### src/rtl/shift_sequencer_if.sv
// shift_sequencer_if: start/busy/done handshake and operand/result bundle for shift_sequencer.
interface shift_sequencer_if #(
    parameter int WIDTH = 17,
    parameter int AMT_W = 5
);
    logic             start;
    logic [WIDTH-1:0] data_in;
    logic [AMT_W-1:0] amount;
    logic             direction;
    logic             busy;
    logic             done;
    logic [WIDTH-1:0] data_out;
    logic [AMT_W-1:0] remaining;
    modport master (output start, data_in, amount, direction, input busy, done, data_out, remaining);
    modport slave  (input start, data_in, amount, direction, output busy, done, data_out, remaining);
endinterface

### src/rtl/shift_sequencer.sv
// shift_sequencer: N-bit shifter built from one single-bit stage applied once per clock.
module shift_step #(
    parameter int WIDTH = 17
) (
    input  logic [WIDTH-1:0] in,
    input  logic             direction,
    output logic [WIDTH-1:0] out
);
    assign out = direction ? {in[WIDTH-2:0], 1'b0} : {in[WIDTH-1], in[WIDTH-1:1]};
endmodule

module shift_sequencer #(
    parameter int WIDTH = 17,
    parameter int AMT_W = 5
) (
    input logic               clk,
    input logic               rst,
    shift_sequencer_if.slave  bus
);
    typedef enum logic [1:0] {IDLE, SHIFT, DONE} state_t;
    localparam logic [AMT_W-1:0] W_AMT = AMT_W'(WIDTH);
    state_t           state, state_nx;
    logic [WIDTH-1:0] acc, shifted;
    logic             dir_q;
    logic [AMT_W-1:0] rem, eff;
    // Beyond WIDTH steps the result is saturated, so the latency is capped there.
    assign eff = (bus.amount >= W_AMT) ? W_AMT : bus.amount;
    shift_step #(.WIDTH(WIDTH)) u_step (.in(acc), .direction(dir_q), .out(shifted));
    always_comb begin
        state_nx = IDLE;
        state_nx = (state == IDLE)  ? (bus.start ? ((eff == '0) ? DONE : SHIFT) : IDLE) :
                   (state == SHIFT) ? ((rem == AMT_W'(1)) ? DONE : SHIFT) : IDLE;
    end
    always_ff @(posedge clk or posedge rst) begin
        if (rst) begin
            state <= IDLE;
            acc   <= '0;
            dir_q <= 1'b0;
            rem   <= '0;
        end else begin
            state <= state_nx;
            if (state == IDLE && bus.start) begin
                acc   <= bus.data_in;
                dir_q <= bus.direction;
                rem   <= eff;
            end else if (state == SHIFT) begin
                acc <= shifted;
                rem <= rem - AMT_W'(1);
            end
        end
    end
    assign bus.busy      = (state == SHIFT);
    assign bus.done      = (state == DONE);
    assign bus.data_out  = acc;
    assign bus.remaining = rem;
endmodule
### src/flat_wrapper.sv
// flat-port wrapper written by rule: the top's interface ports become plain ports
module shift_sequencer_flat 
#(
    parameter int WIDTH = 17,
    parameter int AMT_W = 5
)
  (clk, rst, bus_start, bus_data_in, bus_amount, bus_direction, bus_busy, bus_done, bus_data_out, bus_remaining);
  shift_sequencer_if #(.WIDTH(WIDTH), .AMT_W(AMT_W)) bus_i ();
  input logic clk;
  input logic rst;
  input wire logic [$bits(bus_i.start)-1:0] bus_start;
  input wire logic [$bits(bus_i.data_in)-1:0] bus_data_in;
  input wire logic [$bits(bus_i.amount)-1:0] bus_amount;
  input wire logic [$bits(bus_i.direction)-1:0] bus_direction;
  output wire logic [$bits(bus_i.busy)-1:0] bus_busy;
  output wire logic [$bits(bus_i.done)-1:0] bus_done;
  output wire logic [$bits(bus_i.data_out)-1:0] bus_data_out;
  output wire logic [$bits(bus_i.remaining)-1:0] bus_remaining;
  assign bus_i.start = bus_start;
  assign bus_i.data_in = bus_data_in;
  assign bus_i.amount = bus_amount;
  assign bus_i.direction = bus_direction;
  assign bus_busy = bus_i.busy;
  assign bus_done = bus_i.done;
  assign bus_data_out = bus_i.data_out;
  assign bus_remaining = bus_i.remaining;
  shift_sequencer #(.WIDTH(WIDTH), .AMT_W(AMT_W)) u_core (.clk(clk), .rst(rst), .bus(bus_i));
endmodule
### config.mk
export PLATFORM = sky130hd
export DESIGN_NAME = shift_sequencer_flat
export DESIGN_NICKNAME = d
export VERILOG_FILES = /design/src/rtl/shift_sequencer_if.sv /design/src/rtl/shift_sequencer.sv /design/src/flat_wrapper.sv
export SDC_FILE = /design/constraint.sdc
export NUM_CORES = 1
export LEC_CHECK = 0
export CAP_MARGIN = 10
export CORE_MARGIN = 3
export CORE_UTILIZATION = 41
export CTS_CLUSTER_DIAMETER = 80
export DETAILED_ROUTE_END_ITERATION = 10
export GPL_TIMING_DRIVEN = 0
export HOLD_SLACK_MARGIN = 0.02
export PLACE_DENSITY_LB_ADDON = 0.08
export SLEW_MARGIN = 0
export SYNTH_ARGS = -nofsm -noshare
export SYNTH_HDL_FRONTEND = slang
export SYNTH_SLANG_ARGS = --single-unit
### constraint.sdc
create_clock -name clk -period 1.3 [get_ports clk]
set_input_delay 0.26 -clock clk [delete_from_list [all_inputs] [get_ports clk]]
set_output_delay 0.26 -clock clk [all_outputs]
set_load 0.03 [all_outputs]
# Yosys cells after proc, flatten, opt, wreduce, memory -nomap -nowiden
# Cells that the tools add are included.
[op_classes]
n_addsub = 1
order_cmp = 1
n_eq_ne = 3
n_mux = 11
n_reduce_logical = 6
[op_table]
columns = ["operator", "n"]
rows = [
  ["$mux W17", 3],
  ["$mux W5", 3],
  ["$mux W2", 5],
  ["$eq A5 B1 Y1 const B", 1],
  ["$ge A5 B5 Y1 const B", 1],
  ["$logic_not A5 Y1", 1],
  ["$sub A5 B1 Y5 const B", 1],
  ["$reduce_bool A2 Y1", 2],
  ["$eq A2 B1 Y1 const B", 1],
  ["$eq A2 B2 Y1 const B", 1],
  ["$logic_not A2 Y1", 1],
  ["$reduce_and A2 Y1", 1],
  ["$logic_and A1 B1 Y1", 1],
]
[word_totals]
ff_bits = 25
inputBits = 26
output_inout_bits = 24
word_cells = 27

# Depth between registers and ports, before layout
# Gate-level depths: netlist (run 1).
[logic_depth]
ltp_word = 6
depth_mapped = 6
mapped_depth_nobuf = 5

# Cells and area by module
# Synthesis (run 1) repeated with hierarchy kept, for this count alone.
[unflattened]
cells_unflattened = 146
hier_area_um2 = 1485.2
[modules_own_cells]
columns = ["module", "instances", "cells_per_inst", "area_per_inst_um2", "seq_area_each_um2"]
rows = [
  ["shift_sequencer", 1, 127, 1231.2, 625.6],
  ["shift_step", 1, 19, 254.0, 0.0],
]

# Worst setup path after synthesis (run 1)
# Ideal clock, no wire load.
[synth_path]
path_type = "register -> register"
start = "reg u_core.rem[0], in the netlist u_core.bus.remaining[0]"
end = "reg u_core.rem[4], in the netlist u_core.bus.remaining[4]"
setup_time_ns = 0.128
arrival_time_ns = 1.468
required_time_ns = 1.172
slack_ns = -0.295
stages_incl_launch_ff = 6
path_buffers = 0
period_less_slack_ns = 1.595
cell_sequence = "dfrtp_1 > inv_1 > ha_1 > or3b_2 > a21oi_2 > o22ai_1"
[synth_between]
elab_chain_cells = 3
[synth_lines]
columns = ["element", "line_no", "text"]
rows = [
  ["start, declared", "shift_sequencer.sv:25", "logic [AMT_W-1:0] rem, eff;"],
  ["start signal, assigned", "shift_sequencer.sv:48", "rem <= rem - AMT_W'(1);"],
  ["$sub A5 B1 Y5", "shift_sequencer.sv:48", ""],
  ["$mux W5", "shift_sequencer.sv:46", "end else if (state == SHIFT) begin"],
  ["$mux W5", "shift_sequencer.sv:42", "if (state == IDLE && bus.start) begin"],
]
# Every way passes these cells. The select of a mux whose other input is x is not followed.
# A chain may end at the register's enable or synchronous reset.

# Final worst setup path (run 1)
[layout_path]
start = "reg u_core.state[1]"
end = "reg u_core.acc[1], in the netlist u_core.bus.data_out[1]"
[layout_between]
elab_chain_cells = 3
elab_cells_between_ends = 5
cone_classes = "eq/ne: 1; mux: 1; reduce/logical: 3"
[layout_lines]
columns = ["element", "line_no", "text"]
rows = [
  ["start, declared", "shift_sequencer.sv:22", "state_t state, state_nx;"],
  ["start signal, assigned", "shift_sequencer.sv:41", "state <= state_nx;"],
  ["$logic_not A2 Y1", "shift_sequencer.sv:42", ""],
  ["$logic_and A1 B1 Y1", "shift_sequencer.sv:42", ""],
  ["$mux W17 or $reduce_bool A2 Y1 (tied branches)", "-", ""],
  ["end signal, assigned", "shift_sequencer.sv:43", "acc <= bus.data_in;"],
  ["end signal, assigned", "shift_sequencer.sv:47", "acc <= shifted;"],
  ["end, declared", "shift_sequencer.sv:23", "logic [WIDTH-1:0] acc, shifted;"],
]
# Parallel ways exist; a longest one is shown, timed or not.

==> out/results.txt, run 1 <==
Top Metal Used -> met4
violated checks -> setup timing
Ys Warns -> 0
met2 wire len -> 2.38 mm
highest clock rate -> 0.669 GHz
Compound-Gate Fraction of Synth Area -> 23.7%
grt ovf -> 0
Worst Tran Pin Value -> 582 ps
synthesized area per cell -> 9.07 µm²
mapped cell area -> 1520 µm²
Bufs on Longest Clock Path -> 2
Yosys cell types -> 36
largest net degree at the start of global routing -> 26
nets -> 260
Slowest cell on crit path -> dfrtp_1
commonest non-fill, non-tap cell in the layout -> clkdlybuf4s50_1
drt initial violations -> 88
Worst path max stage delay -> 390 ps
Period minus WS final -> 1490 ps
Layout Skew -> 7.08 ps
RR Startpoint -> u_core.state[1]
FF+latch count, synth -> 25
Fin. Hold Viols -> 0
crit path kind -> reg2reg
Period Utilization, post-route -> 115%
core area -> 3470 µm²
Crit path buffers/inverters -> 3
Setup TNS -> -3730 ps
DP HPWL -> 3.05 mm
status -> complete, but fails checks
Async SR Flop Fraction -> 100%
maximum fanout along the worst path -> 10
Reg clk slew, reported paths -> 90 ps
Row Count -> 21
met3 WL post-DR -> 269 µm
leakage power -> 0.994 nW
synthesis-to-layout area growth -> 59.2%
Crit. Startpoint -> u_core.state[1]
die area -> 4480 µm²
Starting Density -> 43.9%
DP Area -> 2100 µm²
1st-pass router iterations -> 4
Worst-Skew Late Latency -> 270 ps
reg-to-reg critical path endpoint -> u_core.bus.data_out[1]
Hold Slack -> 385 ps
Worst path top cell family by delay -> buffers and inverters
antenna violations before repair -> 0
power per cell area -> 2450 nW/µm²
Ports -> 50
most frequent cells in the layout -> clkdlybuf4s50_1 (24), nand2_1 (21), dfrtp_1 (19)
Slew HR -> 61.1%
largest family of logic cells by synthesized area -> compound AO/OA/AOI/OAI gates
startpoint types -> flip-flop
PortBufs -> 49
Main synth FF type -> dfrtp_1
total power -> 5.94 mW
GRT Util Overall -> 21.8%
final worst-path setup slack -> -195 ps
Post-synth EDFFs -> 0
DRC -> 0
Mapped Nets -> 196
crit-path cells -> buf_6 -> or3b_1 -> buf_6 -> buf_12 -> nor2_2 -> o31ai_1
clock tree from TritonCTS -> yes
vias per inst -> 5.47
first-pass GRT wire length -> 7.42 mm
post-synthesis adder-cell area fraction -> 1.64%
DR vias -> 1516
Root Buffer -> clkbuf_8
Die Y -> 67.0 µm
vias in the first global route -> 1581
ant diodes -> 0
sequential fraction of the synthesis area -> 41.1%
RSZ-0062 raised after global routing -> true
Post-Synth XOR/XNOR Area -> 0%
data required time at the worst endpoint -> 1460 ps
Register-to-Register Path Depth -> 6
layout cells sized above 1 -> 39.8%
Max Transition Viols Final -> 0
clock buffer count from CTS -> 3
Crit path arrival time -> 1650 ps
post-synthesis mux area share -> 2.05%
Worst R2R Setup Slack -> -190 ps
placer congestion estimate -> 0.792
Routed WL per cell -> 17.1 µm
post-synthesis simple-gate area fraction -> 23.6%
Sink Count -> 25
ANT nets after route -> 0
Post-Syn Instances -> 168
Design Area, Final -> 2430 µm²
final setup vio count -> 25
worst hold path class -> in2async
H-tree level count -> 1
most used cell, CP -> buf_6
CP Capture Type -> flip-flop
die width -> 67.0 µm
maxcap violations -> 0
Metal-1 WL -> 2.04 mm
total wire length -> 4.75 mm
worst vdd ir -> 0.00127 V
## report_power, final
part	switching [mW]	internal, mW	leakage (nW)
logic	2.08	1.72	0.671
clock network	0.262	0.220	0.0228
registers	0.470	1.18	0.300
total	2.82	3.12	0.994
## flip-flops by register name, indices dropped and copies added (netlist names)
register	flops
u_core.bus.remaining	5
u_core.dir_q	1
u_core.state	2
u_core.bus.data_out	17
## synth_stat cells, types with 3 or more instances
cell type	instances	area, µm²
nor2_1	15	56.3
buf_6	4	45.0
inv_1	7	26.3
a21oi_1	3	15.0
nand2_1	22	82.6
buf_2	7	35.0
nor2b_1	19	119
dfrtp_1	25	626
a211oi_1	15	113
o31ai_1	15	113
## cells by family after synthesis
| logic type | Yosys count |
|---|---|
| flip-flops | 25 |
| buffers and inverters | 21 |
| adder cells (fa/ha/maj) | 2 |
| AND/OR/NAND/NOR | 69 |
| multiplexers | 3 |
| AO/OA/AOI/OAI | 48 |
## per-stage QoR
stage          worst slack, ps  utilization (%)  cells
2_1_floorplan             -108                -    168
3_3_place_gp              -483             60.5    263
3_5_place_dp              -539             60.5    263
4_1_cts                   -164             66.5    273
5_1_grt                   -265             69.9    277
6_report                  -195             69.9    277
## per-layer routing
layer	GRT usage (%)	vias to the layer above
li1	-	728
met1	28.9	727
met2	37.3	55
met3	2.19	6
met4	6.58	0
met5	0	-
## worst max-delay path by stage
stage               cells after the start                       to  slack, ps
floorplan                               5  u_core.bus.remaining[4]       -110
global placement                        6  u_core.bus.data_out[15]       -480
detailed placement                      6  u_core.bus.data_out[15]       -540
CTS                                     6  u_core.bus.remaining[3]       -160
global route                            6   u_core.bus.data_out[1]       -260
finish                                  6   u_core.bus.data_out[1]       -190
## final cells by class
cell class | instances | area, µm²
multi-input cells | 122 | 963
plain buffers | 14 | 144
inverters | 7 | 30.0
flip-flops and latches | 25 | 633
repair buffers | 59 | 553
fillers | 305 | 1040
clock buffers | 4 | 45.0
well taps | 46 | 57.6
## repair_timing
item                                    4_1_cts  5_1_grt
endpoints found under the setup margin       49       62
gates cloned                                  0        1
setup buffers                                 6        3
pin swaps                                     0        2
hold buffers                                  0        0
resized for setup                           110       51
Power figures use the tool's default switching activity.
==> run 2, diff against run 1 <==
MAX_ROUTING_LAYER = met4   (was not set)
==> run 2 against run 1 <==
Compared with the run above:
- the flow still finishes with violations (setup timing)
- register-to-register slack is essentially flat
- via count increased by 0.26%
- clock power up 1%
- maximum frequency hardly changed
- largest cell class unchanged
- largest power group unchanged
- highest routed layer unchanged
==> out/results.txt, run 2 (synthesized netlist as in run 1, its figures left out) <==
Clock power frac -> 8.2%
Fin. Hold Viols -> 0
data required time at the worst endpoint -> 1460 ps
DP HPWL -> 3.05 mm
maximum fanout along the worst path -> 10
Reg clk slew, reported paths -> 100 ps
leakage power -> 0.994 nW
DP Area -> 2100 µm²
Max Transition Viols Final -> 0
Slew HR -> 61.6%
RSZ-0062 raised after global routing -> true
final setup vio count -> 25
die width -> 67.0 µm
first-pass GRT wire length -> 7.45 mm
Row Count -> 21
register share of total power -> 27.9%
Hold Slack -> 377 ps
vias in the first global route -> 1581
H-tree level count -> 1
violated checks -> setup timing
commonest non-fill, non-tap cell in the layout -> clkdlybuf4s50_1
PortBufs -> 49
nets -> 260
ANT nets after route -> 0
RR Startpoint -> u_core.state[1]
most frequent cells in the layout -> clkdlybuf4s50_1 (24), nand2_1 (21), dfrtp_1 (19)
Worst path top cell family by delay -> buffers and inverters
synthesis-to-layout area growth -> 59.2%
Worst R2R Setup Slack -> -190 ps
max reg flops -> 17
worst vdd ir -> 0.00127 V
highest clock rate -> 0.669 GHz
placer congestion estimate -> 0.803
sw frac -> 47.5%
crit path kind -> reg2reg
Period minus WS final -> 1490 ps
Slowest cell on crit path -> dfrtp_1
Crit. Startpoint -> u_core.state[1]
Ports -> 50
Layout Skew -> 6.42 ps
worst hold path class -> in2async
Bufs on Longest Clock Path -> 2
maxcap violations -> 0
NetSw -> 2.83 mW
1st-pass router iterations -> 4
placed insts -> 263
most used cell, CP -> buf_6
total wire length -> 4.76 mm
Worst path max stage delay -> 390 ps
final worst-path setup slack -> -195 ps
Routed WL per cell -> 17.2 µm
GRT Util Overall -> 22.4%
Crit path buffers/inverters -> 3
CP Capture Type -> flip-flop
Sink Count -> 25
vias per inst -> 5.49
crit-path cells -> buf_6 -> or3b_1 -> buf_6 -> buf_12 -> nor2_2 -> o31ai_1
DRC -> 0
largest net degree at the start of global routing -> 26
Die Y -> 67.0 µm
Comb power frac -> 63.9%
DR vias -> 1520
startpoint types -> flip-flop
status -> complete, but fails checks
P_int -> 3.12 mW
ant diodes -> 0
Layout Cells excl Fill -> 277
Worst Tran Pin Value -> 575 ps
Root Buffer -> clkbuf_8
Design Area, Final -> 2430 µm²
worst slack at placement -> -539 ps
Period Utilization, post-route -> 115%
clock buffer count from CTS -> 3
Starting Density -> 43.9%
power per cell area -> 2450 nW/µm²
drt initial violations -> 128
grt ovf -> 0
clock tree from TritonCTS -> yes
die area -> 4480 µm²
core area -> 3470 µm²
Crit path arrival time -> 1660 ps
Worst-Skew Late Latency -> 280 ps
layout cells sized above 1 -> 39.8%
total power -> 5.95 mW
antenna violations before repair -> 0
==> run 2: worst paths after layout <==
kind | endpoint | cells past startpoint
worst min-delay path | u_core.bus.data_out[14] | 2
worst max register to register | u_core.bus.data_out[1] | 6
worst min register to register | u_core.bus.data_out[16] | 1
max in group asynchronous | u_core.dir_q | 2
worst max-delay path | u_core.bus.data_out[1] | 6
min in group clk | u_core.dir_q | 3
==> run 2: routing by layer <==
layer | routed length (µm) | GRT usage [%] | vias up
li1 | - | - | 727
met1 | 2130 | 29.0 | 741
met2 | 2360 | 37.1 | 45
met3 | 206 | 2.19 | 7
met4 | 61 | 6.58 | 0
met5 | 0 | - | -
==> run 2: power by group through the flow <==
stage	logic, mW	clock network (mW)	registers, mW
final	3.80	0.489	1.66
after global routing	4.08	0.521	1.72
after floorplan	1.64	0	2.17
after CTS	3.59	0.481	1.61
after global placement	3.36	0	1.59
after detailed placement	3.44	0	1.61
==> run 2: area by class of cell <==
cell class	instances	area, µm²
clock buffer	4	45.0
multi-input combinational	122	963
timing repair buffer	59	553
inverter	7	30.0
fill	305	1040
tap	46	57.6
buffer	14	144
sequential	25	633
==> run 2: through the flow <==
stage | utilization [%] | setup TNS, ps
after floorplan | - | -1250
after global placement | 60.5 | -17100
after detailed placement | 60.5 | -17660
after CTS | 66.5 | -2880
after global routing | 69.9 | -4980
final | 69.9 | -3730
==> run 2: what timing repair did <==
action	in CTS	in global routing
setup endpoints to repair	49	62
gates cloned	0	1
pin swaps	0	2
resized for setup	110	51
hold buffers	0	0
setup buffers	6	3
==> run 3, diff against run 2 <==
ABC_AREA = 0   (was not set)
==> results of run 3 <==
Final layout, timing and power as in run 2 (identical DEF).
